## src/rtl/mem_port_arbiter_pkg.sv

```systemverilog
`default_nettype none
// ============================================================================
//  Module   : mem_port_arbiter_pkg
//  Purpose  : Shared state encodings, requester IDs and sizing helper for the
//             memory-port arbiter.
//  Revision : 1.0  initial release
// ============================================================================
package mem_port_arbiter_pkg;

   // Arbiter FSM states
   typedef enum logic [1:0] {
      ST_IDLE     = 2'd0,
      ST_GRANT_IF = 2'd1,
      ST_GRANT_LS = 2'd2,
      ST_RELEASE  = 2'd3
   } arb_state_t;

   // Requester IDs (bit positions in the request/grant vectors)
   localparam logic c_REQ_IF = 1'b0;
   localparam logic c_REQ_LS = 1'b1;

   // Wait counter width: clog2(max_wait+1), never narrower than one bit
   function automatic int wait_cnt_width(input int max_wait);
      int w;
      w = $clog2(max_wait + 1);
      return (w < 1) ? 1 : w;
   endfunction

endpackage : mem_port_arbiter_pkg
`default_nettype wire

```

## src/rtl/mem_port_arbiter_rr_arb2.sv

```systemverilog
`default_nettype none
// ============================================================================
//  Module   : rr_arb2
//  Purpose  : Combinational two-way round-robin pick. A lone request wins;
//             on a tie the requester that did not win last time is chosen.
//  Revision : 1.0  initial release
// ============================================================================
module rr_arb2
   import mem_port_arbiter_pkg::*;
(
   input  logic [1:0] req,
   input  logic       last,
   output logic [1:0] gnt
);

   // One-hot grant from the request pair and the previous winner
   always_comb begin
      gnt = 2'b00;
      case (req)
         2'b01:   gnt = 2'b01;
         2'b10:   gnt = 2'b10;
         2'b11:   gnt = (last == c_REQ_LS) ? 2'b01 : 2'b10;
         default: gnt = 2'b00;
      endcase
   end

endmodule : rr_arb2
`default_nettype wire

```

## src/rtl/mem_port_arbiter.sv

```systemverilog
`default_nettype none
// ============================================================================
//  Module   : mem_port_arbiter
//  Purpose  : Shares one memory-controller port between instruction fetch
//             (read-only) and load/store (read/write). Latches the winning
//             request, drives the memory port and returns ack/data/err to the
//             winner only.
//  Revision : 1.0  initial release
// ============================================================================
module mem_port_arbiter
   import mem_port_arbiter_pkg::*;
#(
   parameter int ADDR_W   = 8,
   parameter int DATA_W   = 8,
   parameter int MAX_WAIT = 16
) (
   input  logic              clk,
   input  logic              reset,
   input  logic              if_en,
   input  logic [ADDR_W-1:0] if_addr,
   output logic [DATA_W-1:0] if_do,
   output logic              if_ack,
   input  logic              ls_en,
   input  logic              ls_we,
   input  logic [ADDR_W-1:0] ls_addr,
   input  logic [DATA_W-1:0] ls_di,
   output logic [DATA_W-1:0] ls_do,
   output logic              ls_ack,
   output logic              ls_err,
   output logic              if_err,
   output logic              mem_en,
   output logic              mem_we,
   output logic [ADDR_W-1:0] mem_addr,
   output logic [DATA_W-1:0] mem_di,
   input  logic [DATA_W-1:0] mem_do,
   input  logic              mem_do_ack,
   output logic              busy
);

   localparam int                 c_CNT_W       = wait_cnt_width(MAX_WAIT);
   localparam bit                 c_TIMEOUT_EN  = (MAX_WAIT > 0);
   localparam logic [c_CNT_W-1:0] c_WAIT_LAST   = c_TIMEOUT_EN ? c_CNT_W'(MAX_WAIT - 1) : '0;
   localparam logic [c_CNT_W-1:0] c_CNT_MAX     = '1;

   arb_state_t          r_state;
   logic                r_last_grant;
   logic [c_CNT_W-1:0]  r_wait_cnt;
   logic                r_mem_en;
   logic                r_mem_we;
   logic [ADDR_W-1:0]   r_mem_addr;
   logic [DATA_W-1:0]   r_mem_di;
   logic                r_busy;

   logic [1:0]          w_gnt;
   logic                w_in_grant;
   logic                w_ack;
   logic                w_timeout;

   rr_arb2 u_rr_arb2 (
      .req  ({ls_en, if_en}),
      .last (r_last_grant),
      .gnt  (w_gnt)
   );

   // Completion and abort are only recognised while a grant is held; a
   // reset in progress suppresses them so the in-flight request gets nothing.
   assign w_in_grant = (r_state == ST_GRANT_IF) || (r_state == ST_GRANT_LS);
   assign w_ack      = w_in_grant && mem_do_ack && !reset;
   assign w_timeout  = c_TIMEOUT_EN && w_in_grant && !mem_do_ack && !reset &&
                       (r_wait_cnt == c_WAIT_LAST);

   assign if_ack = w_ack     && (r_state == ST_GRANT_IF);
   assign ls_ack = w_ack     && (r_state == ST_GRANT_LS);
   assign if_err = w_timeout && (r_state == ST_GRANT_IF);
   assign ls_err = w_timeout && (r_state == ST_GRANT_LS);
   assign if_do  = if_ack ? mem_do : '0;
   assign ls_do  = ls_ack ? mem_do : '0;

   assign mem_en   = r_mem_en;
   assign mem_we   = r_mem_we;
   assign mem_addr = r_mem_addr;
   assign mem_di   = r_mem_di;
   assign busy     = r_busy;

   // Arbitration FSM with latched memory-port registers and wait counter
   always_ff @(posedge clk) begin
      if (reset) begin
         r_state      <= ST_IDLE;
         r_last_grant <= c_REQ_LS;
         r_wait_cnt   <= '0;
         r_mem_en     <= 1'b0;
         r_mem_we     <= 1'b0;
         r_mem_addr   <= '0;
         r_mem_di     <= '0;
         r_busy       <= 1'b0;
      end else begin
         case (r_state)
            ST_IDLE: begin
               if (w_gnt[0]) begin
                  r_state    <= ST_GRANT_IF;
                  r_mem_en   <= 1'b1;
                  r_busy     <= 1'b1;
                  r_wait_cnt <= '0;
                  r_mem_addr <= if_addr;
                  r_mem_we   <= 1'b0;
                  r_mem_di   <= '0;
               end else if (w_gnt[1]) begin
                  r_state    <= ST_GRANT_LS;
                  r_mem_en   <= 1'b1;
                  r_busy     <= 1'b1;
                  r_wait_cnt <= '0;
                  r_mem_addr <= ls_addr;
                  r_mem_we   <= ls_we;
                  r_mem_di   <= ls_di;
               end
            end
            ST_GRANT_IF, ST_GRANT_LS: begin
               if (w_ack || w_timeout) begin
                  r_mem_en     <= 1'b0;
                  r_last_grant <= (r_state == ST_GRANT_LS) ? c_REQ_LS : c_REQ_IF;
                  r_state      <= ST_RELEASE;
               end else if (r_wait_cnt != c_CNT_MAX) begin
                  r_wait_cnt <= r_wait_cnt + 1'b1;
               end
            end
            ST_RELEASE: begin
               r_state <= ST_IDLE;
               r_busy  <= 1'b0;
            end
            default: r_state <= ST_IDLE;
         endcase
      end
   end

endmodule : mem_port_arbiter
`default_nettype wire

```

## config.mk

```make
export PLATFORM = sky130hd
export DESIGN_NAME = mem_port_arbiter
export DESIGN_NICKNAME = d
export VERILOG_FILES = /design/src/rtl/mem_port_arbiter_pkg.sv /design/src/rtl/mem_port_arbiter_rr_arb2.sv /design/src/rtl/mem_port_arbiter.sv
export SDC_FILE = /design/constraint.sdc
export NUM_CORES = 1
export LEC_CHECK = 0
export ABC_AREA = 1
export CAP_MARGIN = 20
export CORE_ASPECT_RATIO = 1.75
export CORE_MARGIN = 2
export CORE_UTILIZATION = 40
export DETAILED_ROUTE_END_ITERATION = 7
export PLACE_DENSITY = 0.82
export SLEW_MARGIN = 20
export SYNTH_ARGS = -nofsm -noshare
export SYNTH_HDL_FRONTEND = slang
export SYNTH_HIERARCHICAL = 1
export SYNTH_SLANG_ARGS = --single-unit
```

## constraint.sdc

```tcl
create_clock -name clk -period 2.15 [get_ports clk]
set_input_delay 0.215 -clock clk [delete_from_list [all_inputs] [get_ports clk]]
set_output_delay 0.215 -clock clk [all_outputs]
set_load 0.01 [all_outputs]
```

* Word-level counts from Yosys, hierarchy flattened
Cells that the tools add are included.
Word-level totals: input port bits 38, word-level logic and storage cells 70, output and inout port bits 39, flip-flop bits (word level) 27
Cells by class: reduce and logical (&&, ||, !) cells 24, equality and inequality tests 12, mux-type cells 25, $add $sub $neg 1
Operators by type and width (number):
- 2-to-1 mux 8 bit | 6
- 2-to-1 mux 5 bit | 4
- one-hot mux 2 bit (3 select lines) | 2
- one-hot mux 5 bit (2 select lines) | 1
- logical AND 1 bit | 9
- == test 2 bit (second input constant) | 4
- 2-to-1 mux 2 bit | 4
- AND reduction 2 bit | 4
- 2-to-1 mux 1 bit | 6
- inequality test 2 bit (second input constant) | 3
- nonzero test 2 bit | 3
- adder 5 x 1 -> 5 bit (second input constant) | 1
- == test 5 x 4 -> 1 bit (second input constant) | 1
- inequality test 5 bit (second input constant) | 1
- == test 2 x 1 -> 1 bit (second input constant) | 2
- one-hot mux 1 bit (2 select lines) | 2
- AND reduction 4 bit | 1
- inequality test 3 x 1 -> 1 bit (second input constant) | 1
- AND reduction 3 bit | 1
- logical NOT 1 bit | 2
- logical NOT 2 bit | 1
- logical OR 1 bit | 2
- OR reduction 2 bit | 1

* Longest topological paths before layout
depth after elaboration 8, mapped depth 12, gate-level depth less buffers 12

* By module
Netlist, hierarchy kept.
By module, submodules not included:
- mem_port_arbiter | cells an instance 204, area an instance 1550.2 um2, sequential area each 540.5 um2, instances 1
- rr_arb2 | cells an instance 5, area an instance 21.3 um2, sequential area each 0.0 um2, instances 1

* Least setup slack after synthesis
OpenSTA, ideal clock, no wires.
kind flip-flop to output port, from register r_state[0], to output port if_do[0], arrival time 1.488 ns, path buffers 0, stages on the path, launching flop included 9, data required time 1.935 ns, setup slack 0.447 ns, path through dfxtp_1 inv_1 ha_1 inv_2 nor2_8 nand2_2 nor2_4 inv_2 nor2_1
Between the ends: longest elaborated chain between the ends 6, elaborated cells between the ends (all ways) 7, those cells by class 2 x eq/ne; 1 x mux; 4 x reduce/logical
Ends and longest elaborated chain:
- from (decl) | RTL line mem_port_arbiter.sv:45 | arb_state_t r_state;
- from (signal assigned) | RTL line mem_port_arbiter.sv:88 | r_state <= ST_IDLE;
- from (signal assigned) | RTL line mem_port_arbiter.sv:100 | r_state <= ST_GRANT_IF;
- from (signal assigned) | RTL line mem_port_arbiter.sv:108 | r_state <= ST_GRANT_LS;
- == test 2 x 1 -> 1 bit or == test 2 bit (tied branches) | RTL line mem_port_arbiter.sv:67, mem_port_arbiter.sv:72
- logical OR 1 bit | RTL line mem_port_arbiter.sv:67 | assign w_in_grant = (r_state == ST_GRANT_IF) || (r_state == ST_GRANT_LS);
- logical AND 1 bit (2 in series) | RTL line mem_port_arbiter.sv:68 | assign w_ack = w_in_grant && mem_do_ack && !reset;
- logical AND 1 bit (*) | RTL line mem_port_arbiter.sv:72 | assign if_ack = w_ack && (r_state == ST_GRANT_IF);
- via if_ack | RTL line mem_port_arbiter.sv:22 | output logic if_ack,
- 2-to-1 mux 8 bit (*) | RTL line mem_port_arbiter.sv:76 | assign if_do = if_ack ? mem_do : '0;
- to (decl) | RTL line mem_port_arbiter.sv:21 | output logic [DATA_W-1:0] if_do,
Mark *: on every way through the listed nets, which the timed path passes. The rest lies on a longest branch.

* Worst setup path in the final report
from register r_state[1], to output port ls_do[2]
Between the ends: longest elaborated chain between the ends 6, elaborated cells between the ends (all ways) 7, those cells by class 2 x eq/ne; 1 x mux; 4 x reduce/logical
Ends and longest elaborated chain:
- == test 2 x 1 -> 1 bit or == test 2 bit (tied branches) | RTL line mem_port_arbiter.sv:67, mem_port_arbiter.sv:73
- logical OR 1 bit | RTL line mem_port_arbiter.sv:67
- logical AND 1 bit (2 in series) | RTL line mem_port_arbiter.sv:68
- logical AND 1 bit (*) | RTL line mem_port_arbiter.sv:73 | assign ls_ack = w_ack && (r_state == ST_GRANT_LS);
- 2-to-1 mux 8 bit (*) | RTL line mem_port_arbiter.sv:77 | assign ls_do = ls_ack ? mem_do : '0;
- to (decl) | RTL line mem_port_arbiter.sv:27 | output logic [DATA_W-1:0] ls_do,
Every way passes the cells marked *; elsewhere a longest branch is shown, timed or not.

==> out/metrics.cfg <==
[drt]
post_drt_wl_per_cell_um=12.0
viasPerCell=4.90
drt-total-wl_um=4060
vias=1660
drt.antenna.violating_nets=0
drt_iter0_drc=34
dr.pass1.iters=4
drt_drc_violations_left=0

[floorplanning]
die_h_um=86.9
fp.dieW_um=51.4
initial_core_util_pct=41.0
placeableCoreArea_um2=3830
row_count=30
pin_count=77
dieArea_um2=4470

[yosys]
syn_nets=255
postSynthAreaPerCell_um2=7.52
synth_flop_cell=dfxtp_1
syn-cell-area_um2=1570
yosysSeqAreaShare_pct=34.4
synth_edf_count=0
synth_cells=209
async_reset_ff_share_pct=0
ys_types=33
ys_seq_elements=27
ys_warn_count=6

[flow_run]
cap_violations=0

[sta]
fmax_ghz=0.496
relSlewSlack_pct=70.3
rsz0062_at_grt=no
fin_crit_sh_pct=93.7
fin_worst_skew_ns=0.00629
final_max_slew_viol_count=0
tns_ns=0
min_period_ns=2.01
hold_viol=0
tightestPinTransition_ns=0.444
finalSetupViolations=0

[place]
dp_hpwl_um=3220
dp_cells=334
io_buffers=76
place_congestion=0.844

[global_routing]
first_global_vias=1613
gr-usage-met2_pct=38.7
grt_remaining_overflow=0
use_met1_pct=19.8
track_usage_pct=19.9
grt_max_degree=28
use_met3_pct=2.58
top_usage_layer=met2
grt_pass1_wl_um=6900
antenna_found_initial=0

[status]
status=finished, final reports clean

[final_layout]
syn2layout_area_growth_pct=54.5
regArea_um2=542
instances_no_fill=339
multi_input_area_um2=875
num_antenna_cells=0
nFillCells=354
nNetsFinal=338
layout_commonest_cell=clkdlybuf4s50_1
final_cell_mix=clkdlybuf4s50_1, nand2_1, inv_1, dfxtp_1, nor2_1
drive_gt1_share_pct=17.2
fin_util_pct=63.4

[cts]
numCtsBuffers=3
clkLatencyLatePin_ns=0.28
cts.sinks=27
clkTransAtPathRegs_ns=0.09
clockBufferDepth=2
cts_tree=done
cts_hold_buf=0
cts_max_level=1
cts-root-buf=clkbuf_8

[worst_setup_path]
path_cells=inv_1 > ha_1 > inv_2 > nor2_8 > nand2_2 > nor2_4 > inv_2 > nor2_1 > dlygate4sd2_1
crit_path_frequent_cell=inv_2
worstPathMaxFanout=8
worst_ep_arrival_time_ns=1.80
start_kind=register
worstPathRequired_ns=1.93
end_kind=output port
max_stage_delay_ns=0.34
cp_slowest_cell=dfxtp_1
reg2reg_depth=11
crit_type=reg -> out

[hold_path]
hold_depth=2
holdCritPathClass=reg -> reg

[power_and_ir_drop]
peakVddDrop_mv=0.674
power_density_nw_per_um2=971
power_mw=2.36
leakage_nw=1.10

-- layer usage --
layer,part of all wire [%],routed length (um)
met1,36,1460
met2,56,2260
met3,6.4,259
met4,2.1,86
met5,0,0
-- layout make-up --
class | count | share of cell area [%]
Clock buffer | 3 | 1.70
Clock inverter | 1 | 0.361
Inverter | 30 | 4.74
Multi-Input combinational cell | 145 | 36.0
Sequential cell | 27 | 22.3
Tap cell | 48 | 2.47
Timing Repair Buffer | 85 | 32.4
-- sequential cells by signal, indices dropped and copies added, names as in the netlist --
name	count
mem_addr	8
mem_di	8
r_wait_cnt	5
r_state	2
busy	1
mem_en	1
mem_we	1
r_last_grant	1
-- power by group --
part	internal, mW	switching, mW	total [mW]	leakage, nW
Combinational	0.584	0.750	1.33	0.852
Clock	0.136	0.172	0.309	0.0261
Sequential	0.644	0.0729	0.716	0.222
-- path summary, 6_finish.rpt --
check / startpoint / to / slack (ns)
worst max-delay path: r_state[1]$_SDFFE_PP0P_ / ls_do[2] / 0.14
worst min-delay path: mem_di[7]$_SDFFE_PP0P_ / mem_di[7]$_SDFFE_PP0P_ / 0.47
worst max register to register: r_wait_cnt[1]$_SDFFE_PP0P_ / r_wait_cnt[2]$_SDFFE_PP0P_ / 0.41
worst min register to register: mem_di[7]$_SDFFE_PP0P_ / mem_di[7]$_SDFFE_PP0P_ / 0.47
-- kinds of logic after synthesis --
family	count (synthesis)	share of synthesized area [%]
muxes	1	0.637
and+or+nand+nor	95	33.0
adders and majority gates	8	6.37
DFF	27	34.4
AOI/OAI and AO/OA	41	15.2
buffers and inverters	37	10.4
-- per-stage QoR --
| stage | area (um2) | setup slack, ns | hold slack (ns) |
|---|---|---|---|
| after floorplan | 1570 | 0.447 | 0.284 |
| after global placement | 2400 | 0.143 | 0.456 |
| after detailed placement | 2400 | 0.0595 | 0.457 |
| after CTS | 2440 | 0.00268 | 0.472 |
| after global routing | 2430 | 0.0203 | 0.491 |
| final | 2430 | 0.135 | 0.466 |
-- worst max-delay path, delay by kind of cell, from the launching register on --
kind	cells	cell delay, ns
adder cells (fa/ha/maj)	1	0.31
buffers and inverters	4	0.50
flip-flops	1	0.34
AND/OR/NAND/NOR	4	0.37
-- what timing repair did --
item	4_1_cts	5_1_grt
buffers inserted	1	0
endpoints found under the setup margin	19	17
pin swaps	1	0
resized for setup	21	21
-- Yosys cell counts, drive strengths merged (2+ instances only) --
master  count  area share, %
nand3      16            9.6
a31oi       8            3.2
o21ai      13            5.1
nand2      47             12
ha          8            6.4
buf         5            2.6
inv        30            7.3
nand4       3            1.2
clkbuf      2           0.48
a21oi      18            6.0
dfxtp      27             34
nor2       26            8.8
Note: power is estimated with default switching activity, not from simulation.
